## src/rtl/decim_packer.sv

```systemverilog
// Collects RATIO qualified samples into one output word, either packed (first sample in the
// MS slot) or summed, and hands the word to a slower consumer on load.
module decim_packer #(
  parameter int unsigned DATA_W = 8,
  parameter int unsigned RATIO  = 2,
  parameter int unsigned OUT_W  = DATA_W * RATIO
) (
  input  logic              clk,
  input  logic              rst,
  input  logic              en,
  input  logic [DATA_W-1:0] data_in,
  input  logic              mode,
  input  logic              load,
  output logic [OUT_W-1:0]  R0,
  output logic              r0_valid,
  output logic              full,
  output logic              overrun
);

  localparam int unsigned SumW = DATA_W + $clog2(RATIO);
  localparam int unsigned CntW = $clog2(RATIO + 1);

  typedef enum logic [1:0] {StIdle, StFill, StFull} state_e;

  state_e            state_q, state_d;
  logic [CntW-1:0]   cnt_q, cnt_d;
  logic [OUT_W-1:0]  word_q, word_d;
  logic [SumW-1:0]   acc_q, acc_d;
  logic              mode_q, mode_d;
  logic [OUT_W-1:0]  r0_q, r0_d;
  logic              r0_valid_q, r0_valid_d;
  logic              overrun_q, overrun_d;
  logic [OUT_W-1:0]  word_out;

  assign word_out = mode_q ? OUT_W'(acc_q) : word_q;

  always_ff @(posedge clk) begin
    if (rst) begin
      state_q    <= StIdle;
      cnt_q      <= '0;
      word_q     <= '0;
      acc_q      <= '0;
      mode_q     <= 1'b0;
      r0_q       <= '0;
      r0_valid_q <= 1'b0;
      overrun_q  <= 1'b0;
    end else begin
      state_q    <= state_d;
      cnt_q      <= cnt_d;
      word_q     <= word_d;
      acc_q      <= acc_d;
      mode_q     <= mode_d;
      r0_q       <= r0_d;
      r0_valid_q <= r0_valid_d;
      overrun_q  <= overrun_d;
    end
  end

  always_comb begin
    state_d    = state_q;
    cnt_d      = cnt_q;
    word_d     = word_q;
    acc_d      = acc_q;
    mode_d     = mode_q;
    r0_d       = r0_q;
    r0_valid_d = 1'b0;
    overrun_d  = overrun_q;
    unique case (state_q)
      StIdle: begin
        if (en) begin
          word_d  = OUT_W'(data_in);
          acc_d   = SumW'(data_in);
          mode_d  = mode;
          cnt_d   = CntW'(1);
          state_d = StFill;
        end
      end
      StFill: begin
        if (en) begin
          // Shift left so the first sample ends up in the MS slot.
          word_d = {word_q[OUT_W-DATA_W-1:0], data_in};
          acc_d  = acc_q + SumW'(data_in);
          cnt_d  = cnt_q + CntW'(1);
          if (cnt_q == CntW'(RATIO - 1)) state_d = StFull;
        end
      end
      StFull: begin
        if (load) begin
          r0_d       = word_out;
          r0_valid_d = 1'b1;
          if (en) begin
            word_d  = OUT_W'(data_in);
            acc_d   = SumW'(data_in);
            mode_d  = mode;
            cnt_d   = CntW'(1);
            state_d = StFill;
          end else begin
            word_d  = '0;
            acc_d   = '0;
            cnt_d   = '0;
            state_d = StIdle;
          end
        end else if (en) begin
          overrun_d = 1'b1;
        end
      end
      default: state_d = StIdle;
    endcase
  end

  always_comb begin
    R0       = r0_q;
    r0_valid = r0_valid_q;
    full     = (state_q == StFull);
    overrun  = overrun_q;
  end

endmodule

```

## config.mk

```make
export PLATFORM = sky130hd
export DESIGN_NAME = decim_packer
export DESIGN_NICKNAME = d
export VERILOG_FILES = /design/src/rtl/decim_packer.sv
export SDC_FILE = /design/constraint.sdc
export NUM_CORES = 1
export LEC_CHECK = 0
export BUFFER_PORTS_ARGS = -buffer_cell sky130_fd_sc_hd__clkbuf_2
export CAP_MARGIN = 10
export CORE_MARGIN = 2
export CORE_UTILIZATION = 45
export CTS_BUF_LIST = sky130_fd_sc_hd__clkbuf_8
export DETAILED_ROUTE_END_ITERATION = 7
export PLACE_DENSITY = 0.72
export SYNTH_ARGS = -nofsm -noshare
export SYNTH_HDL_FRONTEND = slang
export SYNTH_SLANG_ARGS = --single-unit
```

## constraint.sdc

```tcl
create_clock -name clk -period 2.4 [get_ports clk]
set_clock_uncertainty 0.1 [all_clocks]
set_input_delay 0.48 -clock clk [delete_from_list [all_inputs] [get_ports clk]]
set_output_delay 0.48 -clock clk [all_outputs]
set_load 0.03 [all_outputs]
```

=== Word level (Yosys, flattened, before mapping) ===
Index checks and enable logic that the tools add are counted.

* Bits of input ports: 13
* Word-level logic and storage cells: 51
* Memory bits (read-only): 0
* Latch bits: 0
* Output and inout bits: 19
* Memories: 0
* RAM bits: 0
* Bits in registers: 48

* Bitwise logic cells: 2
* Equality and inequality tests: 7
* Reductions and logical operators: 9
* $mul: 0
* Mux-type cells: 23
* Add/subtract/negate cells: 2
* Magnitude comparators: 0
* Shift operators: 0
* Divide/modulo/power cells: 0

{| class="wikitable"
|+ Operators by type and width
! kind !! number
|-
| $mux W16 || 4
|-
| $pmux W16 S3 || 1
|-
| $mux W9 || 3
|-
| $pmux W9 S3 || 1
|-
| $mux W8 || 2
|-
| $pmux W2 S3 || 2
|-
| $mux W2 || 5
|-
| $add A9 B8 Y9 || 1
|-
| $ne A2 B2 Y1 const B || 4
|-
| $reduce_and A4 Y1 || 2
|-
| $eq A2 B1 Y1 const B || 2
|-
| $mux W1 || 4
|-
| $reduce_and A2 Y1 || 2
|-
| $reduce_and A3 Y1 || 1
|-
| $reduce_bool A3 Y1 || 1
|-
| $add A2 B1 Y2 const B || 1
|-
| $eq A2 B2 Y1 const B || 1
|-
| $logic_not A2 Y1 || 1
|-
| $not A1 Y1 || 2
|-
| $pmux W1 S2 || 1
|-
| $reduce_bool A2 Y1 || 1
|-
| $reduce_or A2 Y1 || 1
|}

=== Logic depth before layout (Yosys ltp) ===
Gate-level depths: netlist of run 1.

* Depth after elaboration: 4
* Mapped depth: 8
* Depth with buffers taken out: 8

=== Least setup slack after synthesis of run 1 ===
Ideal clock, no wire load.

* Path type: input to register
* Start point: in data_in[0]
* End point: reg acc_q[6]
* Setup time: 0.134 ns
* Cell stages on the path: 8
* Slack: 0.310 ns
* Path buffers: 0
* Data required time: 2.166 ns
* Arrival time: 1.856 ns
* Path through: ha_1 -> inv_1 -> fa_1 -> nor2b_1 -> o2111ai_1 -> a21bo_2 -> a32oi_1 -> a211oi_1

* Cells in the longest elaborated chain, start to end: 3

{| class="wikitable"
|+ Ends and longest elaborated chain
! what !! RTL line !! text
|-
| start: declaration || 11 || <nowiki>input logic [DATA_W-1:0] data_in,</nowiki>
|-
| $add A9 B8 Y9 || 82 || <nowiki>acc_d = acc_q + SumW'(data_in);</nowiki>
|-
| $mux W9 || 79 || <nowiki>if (en) begin</nowiki>
|-
| $pmux W9 S3 || 68 || <nowiki>unique case (state_q)</nowiki>
|-
| end signal: assignment || 42 || <nowiki>acc_q <= '0;</nowiki>
|-
| end signal: assignment || 51 || <nowiki>acc_q <= acc_d;</nowiki>
|-
| end: declaration || 28 || <nowiki>logic [SumW-1:0] acc_q, acc_d;</nowiki>
|}

No other way between the ends. The select of a mux whose other input is x is not followed.
A chain may end at the register's enable or synchronous reset.

=== Worst setup path in the final report of run 1 ===
* Start point: reg acc_q[0]
* End point: reg acc_q[6]

* Cells in the longest elaborated chain, start to end: 3

{| class="wikitable"
|+ Ends and longest elaborated chain
! what !! RTL line
|-
| $add A9 B8 Y9 || 82
|-
| $mux W9 || 79
|-
| $pmux W9 S3 || 68
|}

No other way between the ends. The select of a mux whose other input is x is not followed.

==> reports/results.md, run 1 <==
| Stage | Item | Reported |
|---|---|---|
| critical path | Largest delay contributor family on the critical path | compound AO/OA/AOI/OAI gates |
| timing | Peak clock frequency supported by timing | 462 MHz |
| critical path | Critical path's largest stage delay | 0.41 ns |
| finish | Number of inserted diodes | 0 |
| die | Die ar. | 5760 um^2 |
| detailed routing | Wire length after detailed routing | 4840 um |
| synth | Count of flip-flops with a built-in enable after synthesis | 0 |
| critical path | Type of element launching the critical path | flip-flop |
| detailed routing | Violation count after the first detailed-route iteration | 133 |
| clock tree | Post-cts gate resize count | 0 |
| detailed routing | DRT Pass-1 Iters | 4 |
| die | Core Box Area | 5040 um^2 |
| timing | Worst hold slack | 0.322 ns |
| finish | Number of filler cells placed in the layout | 486 |
| finish | Post-Route Utilization | 0.523 |
| synth | Fraction of synthesis flops using an asynchronous set or reset pin | 0 |
| critical path | CP max FO | 3 |
| finish | Layout-stage area growth over the synthesis result | 13.3% |
| clock tree | Number of sinks on the clock net | 48 |
| flow run | Max-capacitance violation count | 0 |
| global route | First-pass GRT wire length | 7960 um |
| run status | Run status | finished, final reports clean |
| global route | GR Util All Layers | 0.181 |
| synth | Ranking of synthesized cells by area | sky130_fd_sc_hd__dfxtp_1 (41%), sky130_fd_sc_hd__ha_1 (7.0%), sky130_fd_sc_hd__a21oi_1 (6.9%) |
| synth | Most frequently used flop master after synthesis | sky130_fd_sc_hd__dfxtp_1 |
| detailed routing | Via count | 1963 |
| detailed routing | Drc violations | 0 |
| finish | NumNets Final | 325 |
| synth | Part of the Yosys area used for sequential elements | 0.413 |
| timing | Slew of the pin with the lowest slew margin | 0.711 ns |
| critical path | Endpoint type of the worst setup path | flip-flop |
| power and ir drop | Static Leak | 1.02 nW |
| timing | Final max-slew violation count | 0 |
| clock tree | Buffers inserted by post-CTS timing repair | 0 |
| critical path | CP max stage cell | sky130_fd_sc_hd__fa_1 |
| critical path | Critical Path, Cell by Cell | ha_1 > inv_1 > fa_1 > nor2b_1 > o2111ai_1 > a21bo_2 > a32oi_1 > a211oi_1 |
| die | Chip Height | 75.9 um |
| timing | Post-Route Setup TNS | 0 ns |
| synth | Post-synth top area cell | sky130_fd_sc_hd__dfxtp_1 |
| timing | Final Hold Fails | 0 |
| timing | Setup Viol. Count Final | 0 |
| clock tree | CTS H-tree depth | 2 |
| critical path | Data required, critical path | 2.46 ns |
| synth | Area share of the largest cell type after synthesis | 0.413 |
| global route | GRT overflow | 0 |
| place | Input/output buffers | 31 |
| power and ir drop | Maximum VDD drop | 618 uV |
| critical path | Buffers and inverters on the worst path | 1 |
| place | Routability-driven placement congestion ratio | 0.866 |
| synth | Most frequent cells after synthesis | sky130_fd_sc_hd__dfxtp_1 (48), sky130_fd_sc_hd__a21oi_1 (32), sky130_fd_sc_hd__nand2_1 (31), sky130_fd_sc_hd__nor2_1 (24), sky130_fd_sc_hd__nand3_1 (17) |
| synth | Count of cell types in the netlist | 41 |
| clock tree | Buffers from clock root to sink, at most | 2 |
| synth | Post-Synthesis Net Count | 298 |
| clock tree | Clock tree root driver cell | sky130_fd_sc_hd__clkbuf_8 |
| synth | Netlist Area Pre-Place | 2330 um^2 |
| detailed routing | Detail-routed net length per standard cell | 13.1 um |
| place | Final HPWL DP | 3440 um |
| global route | Vias in the first global route | 1685 |
| critical path | Kind of critical path | flip-flop to flip-flop |
| timing | Shortest clock period the worst path allows after layout | 2.17 ns |
| detailed routing | Routed via count divided by cell count | 5.32 |
| global route | Antenna violations before repair | 0 |
| clock tree | Insertion delay of the later-clocked pin in the worst-skew pair | 0.29 ns |
| synth | Post-synthesis sequential element count | 48 |
| detailed routing | Antenna Nets Post-Route | 0 |
| synth | Synthesized instance count | 271 |
| die | Initial standard-cell utilization of the core | 0.461 |
| power and ir drop | PD cells | 1060 nW/um^2 |
| synth | Most instantiated library cell after synthesis | sky130_fd_sc_hd__dfxtp_1 |
| clock tree | Clk slew on worst S/H paths | 0.09 ns |
| clock tree | Number of buffers created by CTS | 5 |
| die | Core Rows | 26 |
| die | Die boundary width | 75.9 um |
| synth | Warnings, synthesis | 0 |
| timing | Max-Slew Margin vs Limit | 0.525 |
| critical path | Arrival time reported for the critical path endpoint | 2.23 ns |
| clock tree | Clock tree from TritonCTS | built |
| synth | Synthesized area divided by synthesized cell count | 8.58 um^2 |
| clock tree | Hold buffer count at cts | 0 |
| global route | Pin count of the biggest net entering global routing | 29 |
| die | Ports | 32 |
| timing | Tcrit/Tclk final | 0.903 |
| timing | Setup repair after global routing missed its margin | false |
| min path | Type of the worst min-delay path | input pin to flip-flop |
| finish | Share of post-route cells with drive strength above 1 | 0.167 |
==> worst paths after layout <==
path / startpoint / end / slack (ns) / cells after the start
max reg2reg: acc_q[0] / acc_q[6] / 0.23 / 8
max: acc_q[0] / acc_q[6] / 0.23 / 8
min: mode / mode_q / 0.32 / 3
min reg2reg: R0[9] / R0[9] / 0.35 / 2
==> cell usage in the layout, fill, tap and decap left out, types with 2 or more instances in the layout <==
master                     instances
sky130_fd_sc_hd__xnor2_1           3
sky130_fd_sc_hd__a211oi_1         15
sky130_fd_sc_hd__nand3_1          17
sky130_fd_sc_hd__dfxtp_1          48
sky130_fd_sc_hd__clkbuf_8          5
sky130_fd_sc_hd__inv_1             7
sky130_fd_sc_hd__mux2i_1          10
sky130_fd_sc_hd__nand3b_1          8
sky130_fd_sc_hd__nand2_1          31
sky130_fd_sc_hd__a21o_1            3
sky130_fd_sc_hd__or3_1             4
sky130_fd_sc_hd__a21oi_1          32
sky130_fd_sc_hd__a221oi_1          4
sky130_fd_sc_hd__buf_4             6
sky130_fd_sc_hd__clkbuf_2         31
sky130_fd_sc_hd__o21ai_0           5
sky130_fd_sc_hd__nor3_1            7
sky130_fd_sc_hd__a32oi_1           2
sky130_fd_sc_hd__nor2_1           24
sky130_fd_sc_hd__nor3_2            2
sky130_fd_sc_hd__ha_1             13
sky130_fd_sc_hd__and2_1            2
==> state kept, by name, indices dropped and copies added (netlist names) <==
| signal | flops |
|---|---|
| overrun | 1 |
| state_q | 2 |
| cnt_q | 2 |
| word_q | 16 |
| R0 | 16 |
| r0_valid | 1 |
| mode_q | 1 |
| acc_q | 9 |
==> worst register-to-register path, cell delays in order, from the launching register on <==
cell                        delay (ns)
sky130_fd_sc_hd__dfxtp_1          0.39
sky130_fd_sc_hd__ha_1             0.21
sky130_fd_sc_hd__inv_1            0.07
sky130_fd_sc_hd__fa_1             0.41
sky130_fd_sc_hd__nor2b_1          0.18
sky130_fd_sc_hd__o2111ai_1        0.17
sky130_fd_sc_hd__a21bo_2          0.24
sky130_fd_sc_hd__a32oi_1          0.18
sky130_fd_sc_hd__a211oi_1         0.09
==> metal layers <==
layer | share of wire | global-route usage | vias up | routed length [um]
li1 | - | - | 1019 | -
met1 | 0.51 | 0.265 | 889 | 2450
met2 | 0.43 | 0.262 | 50 | 2090
met3 | 0.049 | 0.0357 | 5 | 238
met4 | 0.012 | 0.0663 | 0 | 56
met5 | 0 | 0 | - | 0
==> cell type report <==
cell class / instances / area, um^2 / area share
well taps: 70 / 87.6 / 0.0332
repair buffers: 37 / 200 / 0.0760
inverters: 7 / 26.3 / 0.00997
clock buffers: 5 / 68.8 / 0.0261
flip-flops and latches: 48 / 961 / 0.365
clock inverters: 3 / 42.5 / 0.0161
multi-input cells: 199 / 1250 / 0.474
==> cells by family (layout without fill, tap and decap cells) <==
family | count (synthesis) | in the layout | synth area share
AND/OR/NAND/NOR | 100 | 100 | 0.207
AO/OA/AOI/OAI | 71 | 71 | 0.194
multiplexers | 10 | 10 | 0.0430
buffers and inverters | 24 | 52 | 0.0500
XOR/XNOR | 4 | 4 | 0.0151
flip-flops | 48 | 48 | 0.413
adder cells (fa/ha/maj) | 14 | 14 | 0.0785
==> per-stage QoR <==
stage / power, mW / cell area [um^2] / instances / setup WS (ns)
after floorplan: 1.99 / 2330 / 271 / 0.310
after global placement: 2.20 / 2520 / 361 / 0.114
after detailed placement: 2.22 / 2520 / 361 / 0.0436
after CTS: 2.80 / 2640 / 369 / 0.238
after global routing: 3.01 / 2640 / 369 / 0.0732
final: 2.78 / 2640 / 369 / 0.234
==> where the power goes <==
part / internal, mW / switching (mW)
sequential: 0.938 / 0.131
combinational: 0.450 / 0.690
clock: 0.308 / 0.265
total: 1.70 / 1.09
Power figures use the tool's default switching activity.
==> inputs of run 2 (changes only) <==
- ABC_AREA: default -> 1
- CTS_CLUSTER_SIZE: default -> 12
==> reports/results.md, run 2 <==
| Stage | Item | Reported | Change |
|---|---|---|---|
| run status | Run status | finished, final reports clean |  |
| clock tree | Clock tree from TritonCTS | built |  |
| synth | Most frequently used flop master after synthesis | sky130_fd_sc_hd__dfxtp_1 |  |
| place | Input/output buffers | 31 | unchanged |
| die | Die boundary width | 77.6 um | +2.3% |
| finish | Number of inserted diodes | 0 | unchanged |
| critical path | Reg-to-reg critical path startpoint | state_q[0] |  |
| finish | Number of filler cells placed in the layout | 498 | +2.5% |
| critical path | Critical Path, Cell by Cell | inv_1 > ha_1 > inv_2 > nor2_2 > nor2_2 > nand2_4 > nor2_4 > nand3_1 > a21oi_1 |  |
| critical path | Data required, critical path | 2.53 ns | +0.07 ns |
| detailed routing | Via count | 2240 | +14% |
| clock tree | Insertion delay of the later-clocked pin in the worst-skew pair | 0.30 ns | about the same |
| critical path | CP max FO | 35 | +32 |
| place | Routability-driven placement congestion ratio | 0.813 | -6.1% |
| global route | Highest-utilization routing layer at the global route stage | met2 |  |
| clock tree | CTS H-tree depth | 2 | unchanged |
| die | Core Rows | 26 | unchanged |
| flow run | Max-capacitance violation count | 0 | unchanged |
| detailed routing | Routed via count divided by cell count | 5.20 | -2.3% |
| detailed routing | DRT Pass-1 Iters | 4 | unchanged |
| timing | Max-Slew Margin vs Limit | 0.684 | +0.159 |
| finish | Commonest cells after routing, fill and taps aside | sky130_fd_sc_hd__nand2_1 (66), sky130_fd_sc_hd__dfxtp_1 (48), sky130_fd_sc_hd__inv_1 (48), sky130_fd_sc_hd__a21oi_1 (43), sky130_fd_sc_hd__clkbuf_2 (31) |  |
| timing | Tcrit/Tclk final | 0.826 | -0.0766 |
| synth | Synthesized area divided by synthesized cell count | 7.39 um^2 | -14% |
| die | Chip Height | 77.6 um | +2.3% |
| clock tree | Clk slew on worst S/H paths | 0.09 ns | about the same |
| critical path | Worst setup slack for register-to-register paths | 0.42 ns | +0.18 ns |
| synth | Count of flip-flops with a built-in enable after synthesis | 0 | unchanged |
| synth | Ranking of synthesized cells by area | sky130_fd_sc_hd__dfxtp_1 (39%), sky130_fd_sc_hd__nand2_1 (10%), sky130_fd_sc_hd__a21oi_1 (8.8%) |  |
| synth | Count of cell types in the netlist | 29 | -29% |
| clock tree | Buffers inserted by post-CTS timing repair | 0 | unchanged |
| finish | NumNets Final | 387 | +19% |
| critical path | Number of cells on the worst reg-to-reg path | 9 | +1 |
| die | Initial standard-cell utilization of the core | 0.471 | +0.0102 |
| finish | Share of post-route cells with drive strength above 1 | 0.147 | -0.0204 |
| synth | Most instantiated library cell after synthesis | sky130_fd_sc_hd__nand2_1 |  |
| critical path | Kind of critical path | flip-flop to flip-flop |  |
| synth | Warnings, synthesis | 0 | unchanged |
| global route | GR Util All Layers | 0.189 | +0.00779 |
| global route | GR Util met3 | 0.0349 | -0.000831 |
| synth | Fraction of synthesis flops using an asynchronous set or reset pin | 0 | unchanged |
| clock tree | Buffers from clock root to sink, at most | 2 | unchanged |
| power and ir drop | Static Leak | 1.31 nW | +28% |
| timing | Final Hold Fails | 0 | unchanged |
| critical path | CP max stage cell | sky130_fd_sc_hd__dfxtp_1 |  |
| global route | GRT overflow | 0 | unchanged |
| timing | Setup repair after global routing missed its margin | false |  |
| synth | Part of the Yosys area used for sequential elements | 0.394 | -0.0191 |
| finish | Commonest non-fill, non-tap cell in the layout | sky130_fd_sc_hd__nand2_1 |  |
| global route | GR Util met2 | 0.325 | +0.0625 |
| min path | Hold Crit Start | mode |  |
| timing | Setup Viol. Count Final | 0 | unchanged |
| die | Die ar. | 6020 um^2 | +4.6% |
| synth | Synthesized instance count | 330 | +22% |
| critical path | Largest delay contributor family on the critical path | simple AND/OR/NAND/NOR gates |  |
| power and ir drop | PD cells | 1180 nW/um^2 | +11% |
| critical path | Crit path top cell by count | sky130_fd_sc_hd__nor2_2 |  |
| place | Cell count after placement | 423 | +17% |
| clock tree | Number of buffers created by CTS | 5 | unchanged |
| critical path | Arrival time reported for the critical path endpoint | 2.11 ns | -0.12 ns |
| critical path | Type of element launching the critical path | flip-flop |  |
| clock tree | Clock tree root driver cell | sky130_fd_sc_hd__clkbuf_8 |  |
| place | Worst setup slack before clock tree synthesis | 0.393 ns | +0.349 ns |
| timing | Shortest clock period the worst path allows after layout | 1.98 ns | -0.184 ns |
| synth | Post-synthesis sequential element count | 48 | unchanged |
| synth | Post-synth top area cell | sky130_fd_sc_hd__dfxtp_1 |  |
| detailed routing | Detail-routed net length per standard cell | 12.6 um | -4.2% |
| timing | Final max-slew violation count | 0 | unchanged |
| min path | Hold path cells | 2 | -1 |
| critical path | Endpoint type of the worst setup path | flip-flop |  |
| synth | Most frequent cells after synthesis | sky130_fd_sc_hd__nand2_1 (66), sky130_fd_sc_hd__dfxtp_1 (48), sky130_fd_sc_hd__inv_1 (48), sky130_fd_sc_hd__a21oi_1 (43), sky130_fd_sc_hd__nand3_1 (29) |  |
| min path | End of the worst hold path | mode_q |  |
| clock tree | Number of sinks on the clock net | 48 | unchanged |
| clock tree | Hold buffer count at cts | 0 | unchanged |
| global route | First-pass GRT wire length | 9240 um | +16% |
| critical path | Critical path's largest stage delay | 0.37 ns | -0.04 ns |
| die | Core Box Area | 5170 um^2 | +2.6% |
| detailed routing | Wire length after detailed routing | 5420 um | +12% |
| timing | Post-Route Setup TNS | 0 ns | unchanged |
| detailed routing | Antenna Nets Post-Route | 0 | unchanged |
| finish | Non-filler instance count after layout | 431 | +17% |
| synth | Area share of the largest cell type after synthesis | 0.394 | -0.0191 |
| timing | Setup slack of the critical path after layout | 0.417 ns | +0.184 ns |
| detailed routing | Drc violations | 0 | unchanged |
| place | Final HPWL DP | 3980 um | +16% |
| synth | Netlist Area Pre-Place | 2440 um^2 | +4.8% |
| timing | Slew of the pin with the lowest slew margin | 0.474 ns | -0.238 ns |
| power and ir drop | Maximum VDD drop | 545 uV | -12% |
| detailed routing | Violation count after the first detailed-route iteration | 154 | +16% |
| timing | Peak clock frequency supported by timing | 504 MHz | +9.3% |
| critical path | Reg2reg end | acc_q[8] |  |
| global route | M1 GR Usage | 0.240 | -0.0247 |
| die | Ports | 32 | unchanged |
| global route | Antenna violations before repair | 0 | unchanged |
| clock tree | Post-cts gate resize count | 0 | unchanged |
| min path | Type of the worst min-delay path | input pin to flip-flop |  |
| global route | Pin count of the biggest net entering global routing | 36 | +24% |
| critical path | Buffers and inverters on the worst path | 2 | +1 |
| finish | Layout-stage area growth over the synthesis result | 12.5% |  |
| synth | Post-Synthesis Net Count | 357 | +20% |
| global route | Vias in the first global route | 2096 | +24% |
run 2: how the worst max path moves through the flow:
| stage | cells after the start | end | startpoint | slack [ns] |
|---|---|---|---|---|
| 6_report | 9 | acc_q[8] | state_q[0] | 0.42 |
| 5_1_grt | 9 | word_q[13] | state_q[0] | 0.21 |
| 4_1_cts | 9 | acc_q[8] | state_q[0] | 0.42 |
| 3_5_place_dp | 12 | acc_q[8] | data_in[0] | 0.39 |
| 3_3_place_gp | 12 | acc_q[8] | data_in[0] | 0.43 |
| 2_1_floorplan | 11 | acc_q[8] | data_in[0] | 0.63 |
run 2: logic make-up (layout without fill, tap and decap cells):
kind of cell,Yosys count,count (layout),share of synthesized area
simple gates,114,114,0.204
compound gates,89,89,0.209
buf+inv,65,96,0.118
flops,48,48,0.394
fa+ha+maj,14,14,0.0749
run 2: area by class of cell:
cell class / instances / area [um^2] / area share
multi-input cells: 217 / 1190 / 0.434
flip-flops and latches: 48 / 961 / 0.350
inverters: 53 / 199 / 0.0725
repair buffers: 35 / 185 / 0.0675
well taps: 70 / 87.6 / 0.0319
clock buffers: 6 / 82.6 / 0.0301
clock inverters: 2 / 38.8 / 0.0141
run 2: layer usage:
metal | wire (um) | vias to the layer above | part of all wire
li1 | - | 1152 | -
met1 | 2570 | 1050 | 0.47
met2 | 2640 | 34 | 0.49
met3 | 166 | 4 | 0.031
met4 | 49 | 0 | 0.0090
met5 | 0 | - | 0
run 2: power breakdown:
group          leakage (nW)  switching (mW)  internal (mW)  total (mW)
Sequential            0.392           0.134          0.996        1.13
Clock                0.0614           0.276          0.341       0.617
Combinational         0.854            1.01          0.471        1.48
Total                  1.31            1.42           1.81        3.23
run 2: metrics by stage:
step           cell area (um^2)  utilization  power (mW)  hold slack [ns]
4_1_cts                    2740        0.530        3.23            0.332
3_5_place_dp               2620        0.507        2.62            0.355
5_1_grt                    2740        0.530        3.49            0.345
3_3_place_gp               2620        0.507        2.58            0.348
2_1_floorplan              2440            -        2.35            0.339
6_report                   2740        0.530        3.23            0.337
run 2: worst register-to-register path, delay by kind of cell (launching register included):
kind,cells,cell delay (ns)
AO/OA/AOI/OAI,1,0.13
flip-flops,1,0.37
AND/OR/NAND/NOR,5,0.87
adder cells (fa/ha/maj),1,0.27
buffers and inverters,2,0.16
==> inputs of run 3 (changes only) <==
- ABC_AREA: 1 -> 0
- clock period: 2.4 -> 1.9 ns (I/O delays scaled with it)
==> reports/results.md, run 3 (synthesis results as in run 1) <==
| Stage | Item | Reported | Change |
|---|---|---|---|
| clock tree | Clock tree root driver cell | sky130_fd_sc_hd__clkbuf_8 |  |
| clock tree | Insertion delay of the later-clocked pin in the worst-skew pair | 0.30 ns | about the same |
| critical path | Largest delay contributor family on the critical path | compound AO/OA/AOI/OAI gates |  |
| run status | Failing checks | negative setup slack |  |
| finish | Commonest non-fill, non-tap cell in the layout | sky130_fd_sc_hd__dfxtp_1 |  |
| global route | GR Util All Layers | 0.189 | +0.000389 |
| critical path | Critical Path, Cell by Cell | ha_4 > inv_2 > fa_2 > nor2b_4 > o2111ai_2 > a21bo_2 > a32oi_1 > a211oi_1 |  |
| die | Initial standard-cell utilization of the core | 0.461 | -0.0102 |
| power and ir drop | PD cells | 1390 nW/um^2 | +18% |
| clock tree | Buffers from clock root to sink, at most | 2 | unchanged |
| detailed routing | Antenna Nets Post-Route | 0 | unchanged |
| timing | Final Hold Fails | 0 | unchanged |
| finish | Number of inserted diodes | 0 | unchanged |
| clock tree | CTS H-tree depth | 2 | unchanged |
| timing | Peak clock frequency supported by timing | 514 MHz | +1.9% |
| power and ir drop | Combinational Power Share | 0.518 | +0.060 |
| global route | First-pass GRT wire length | 8360 um | -9.5% |
| timing | Worst hold slack | 0.222 ns | -0.115 ns |
| die | Core Rows | 26 | unchanged |
| power and ir drop | Cell internal pwr | 2.68 mW | +48% |
| timing | Shortest clock period the worst path allows after layout | 1.95 ns | -0.0365 ns |
| place | Input/output buffers | 31 | unchanged |
| power and ir drop | Share of total power in the clock network | 0.166 | -0.025 |
| min path | Type of the worst min-delay path | input pin to flip-flop |  |
| timing | Setup slack of the critical path after layout | -0.0460 ns | -0.463 ns |
| timing | Setup Viol. Count Final | 5 | +5 |
| critical path | Endpoint type of the worst setup path | flip-flop |  |
| critical path | Type of element launching the critical path | flip-flop |  |
| critical path | Arrival time reported for the critical path endpoint | 2.02 ns | -0.09 ns |
| timing | Tcrit/Tclk final | 1.02 | +0.198 |
| global route | Pin count of the biggest net entering global routing | 30 | -17% |
| clock tree | Number of sinks on the clock net | 48 | unchanged |
| critical path | Kind of critical path | flip-flop to flip-flop |  |
| power and ir drop | Switching power share of the total | 0.377 | -0.0620 |
| power and ir drop | Reg power frac | 0.316 | -0.034 |
| flow run | Max-capacitance violation count | 0 | unchanged |
| clock tree | Number of buffers created by CTS | 5 | unchanged |
| power and ir drop | Switching Power | 1.63 mW | +15% |
| finish | Share of post-route cells with drive strength above 1 | 0.319 | +0.172 |
| power and ir drop | Static Leak | 1.23 nW | -5.9% |
| timing | Max-Slew Margin vs Limit | 0.665 | -0.0189 |
| global route | Vias in the first global route | 1834 | -13% |
| critical path | CP max FO | 3 | -91% |
| die | Ports | 32 | unchanged |
| critical path | Buffers and inverters on the worst path | 1 | -1 |
| timing | Slew of the pin with the lowest slew margin | 0.502 ns | +0.0283 ns |
| timing | Final max-slew violation count | 0 | unchanged |
| detailed routing | Wire length after detailed routing | 5650 um | +4.3% |
| power and ir drop | Maximum VDD drop | 644 uV | +18% |
| clock tree | Clock tree from TritonCTS | built |  |
| die | Chip Height | 75.9 um | -2.2% |
| die | Core Box Area | 5040 um^2 | -2.5% |
| die | Die ar. | 5760 um^2 | -4.4% |
| detailed routing | DRT Pass-1 Iters | 4 | unchanged |
| finish | Layout-stage area growth over the synthesis result | 33.5% |  |
| detailed routing | Violation count after the first detailed-route iteration | 109 | -29% |
| finish | Commonest cells after routing, fill and taps aside | sky130_fd_sc_hd__dfxtp_1 (43), sky130_fd_sc_hd__nand2_1 (31), sky130_fd_sc_hd__a21oi_1 (31), sky130_fd_sc_hd__clkbuf_2 (31), sky130_fd_sc_hd__buf_4 (29) |  |
| detailed routing | Detail-routed net length per standard cell | 14.2 um | +13% |
| global route | GRT overflow | 0 | unchanged |
| critical path | CP max stage cell | sky130_fd_sc_hd__fa_2 |  |
| critical path | Critical path's largest stage delay | 0.36 ns | about the same |
| critical path | Data required, critical path | 1.97 ns | -0.56 ns |
| finish | NumNets Final | 355 | -8.3% |
| detailed routing | Drc violations | 0 | unchanged |
| detailed routing | Via count | 2144 | -4.3% |
| global route | Antenna violations before repair | 0 | unchanged |
| run status | Run status | finished with violations |  |
| place | Routability-driven placement congestion ratio | 0.864 | +6.3% |
| place | Final HPWL DP | 3760 um | -5.4% |
| die | Die boundary width | 75.9 um | -2.2% |
| timing | Setup repair after global routing missed its margin | true |  |
| clock tree | Clk slew on worst S/H paths | 0.09 ns | about the same |
| detailed routing | Routed via count divided by cell count | 5.37 | +3.4% |
| clock tree | Hold buffer count at cts | 0 | unchanged |
| timing | Post-Route Setup TNS | -0.0890 ns | -0.0890 ns |
[run 3: cell types whose count changed in the layout (fill, tap and decap cells not counted), sizes merged, moves of 11 or more]
cell / delta
nand2: -38
inv: -42
nand3: -12
buf: +29
nor2: +11
o21ai: -15
a21oi: -11
[run 3: what timing repair did]
item	4_1_cts	5_1_grt
buffers inserted	0	3
gates resized for setup	7	22
endpoints found under the setup margin	18	26
pin swaps	7	9
cloned	0	3
[run 3: worst paths after layout]
kind | startpoint | depth (start not counted) | to | slack, ns
worst max-delay path | acc_q[0] | 8 | acc_q[6] | -0.05
worst min-delay path | mode | 3 | mode_q | 0.22
worst max register to register | acc_q[0] | 8 | acc_q[6] | -0.05
worst min register to register | R0[9] | 2 | R0[9] | 0.35
[run 3: power groups by stage]
stage               registers, mW  clock network (mW)  logic, mW
detailed placement           1.35                   0       1.79
global placement             1.34                   0       1.75
floorplan                    1.36                   0       1.19
global route                 1.39               0.775       2.43
CTS                          1.33               0.726       1.82
finish                       1.36               0.717       2.23
[run 3: metrics by stage]
step | power [mW] | worst slack, ns | std cells | area [um^2] | util
after floorplan | 2.55 | -0.00413 | 271 | 2360 | -
after global placement | 3.10 | -0.190 | 385 | 2780 | 0.551
after detailed placement | 3.14 | -0.248 | 385 | 2780 | 0.551
after CTS | 3.88 | -0.00588 | 393 | 2900 | 0.575
after global routing | 4.59 | -0.0782 | 399 | 3100 | 0.616
final | 4.31 | -0.0460 | 399 | 3100 | 0.616
[run 3: tightest hold or removal path, cell delays in order]
cell and delay [ns]:
sky130_fd_sc_hd__clkbuf_2 0.08, sky130_fd_sc_hd__mux2i_1 0.06, sky130_fd_sc_hd__nor2_1 0.07
[run 3: final cells by class]
cell class,count,area [um^2]
fillers,425,1940
multi-input cells,199,1390
flip-flops and latches,48,970
repair buffers,67,519
well taps,70,87.6
clock buffers,5,68.8
clock inverters,3,38.8
inverters,7,28.8
[run 3: per-layer routing]
| metal | track usage | share of wire | vias up | routed length, um |
|---|---|---|---|---|
| met1 | 0.261 | 0.46 | 985 | 2570 |
| li1 | - | - | 1081 | - |
| met3 | 0.0437 | 0.051 | 10 | 287 |
| met2 | 0.284 | 0.47 | 68 | 2650 |
| met5 | 0 | 0 | - | 0 |
| met4 | 0.0760 | 0.025 | 0 | 140 |
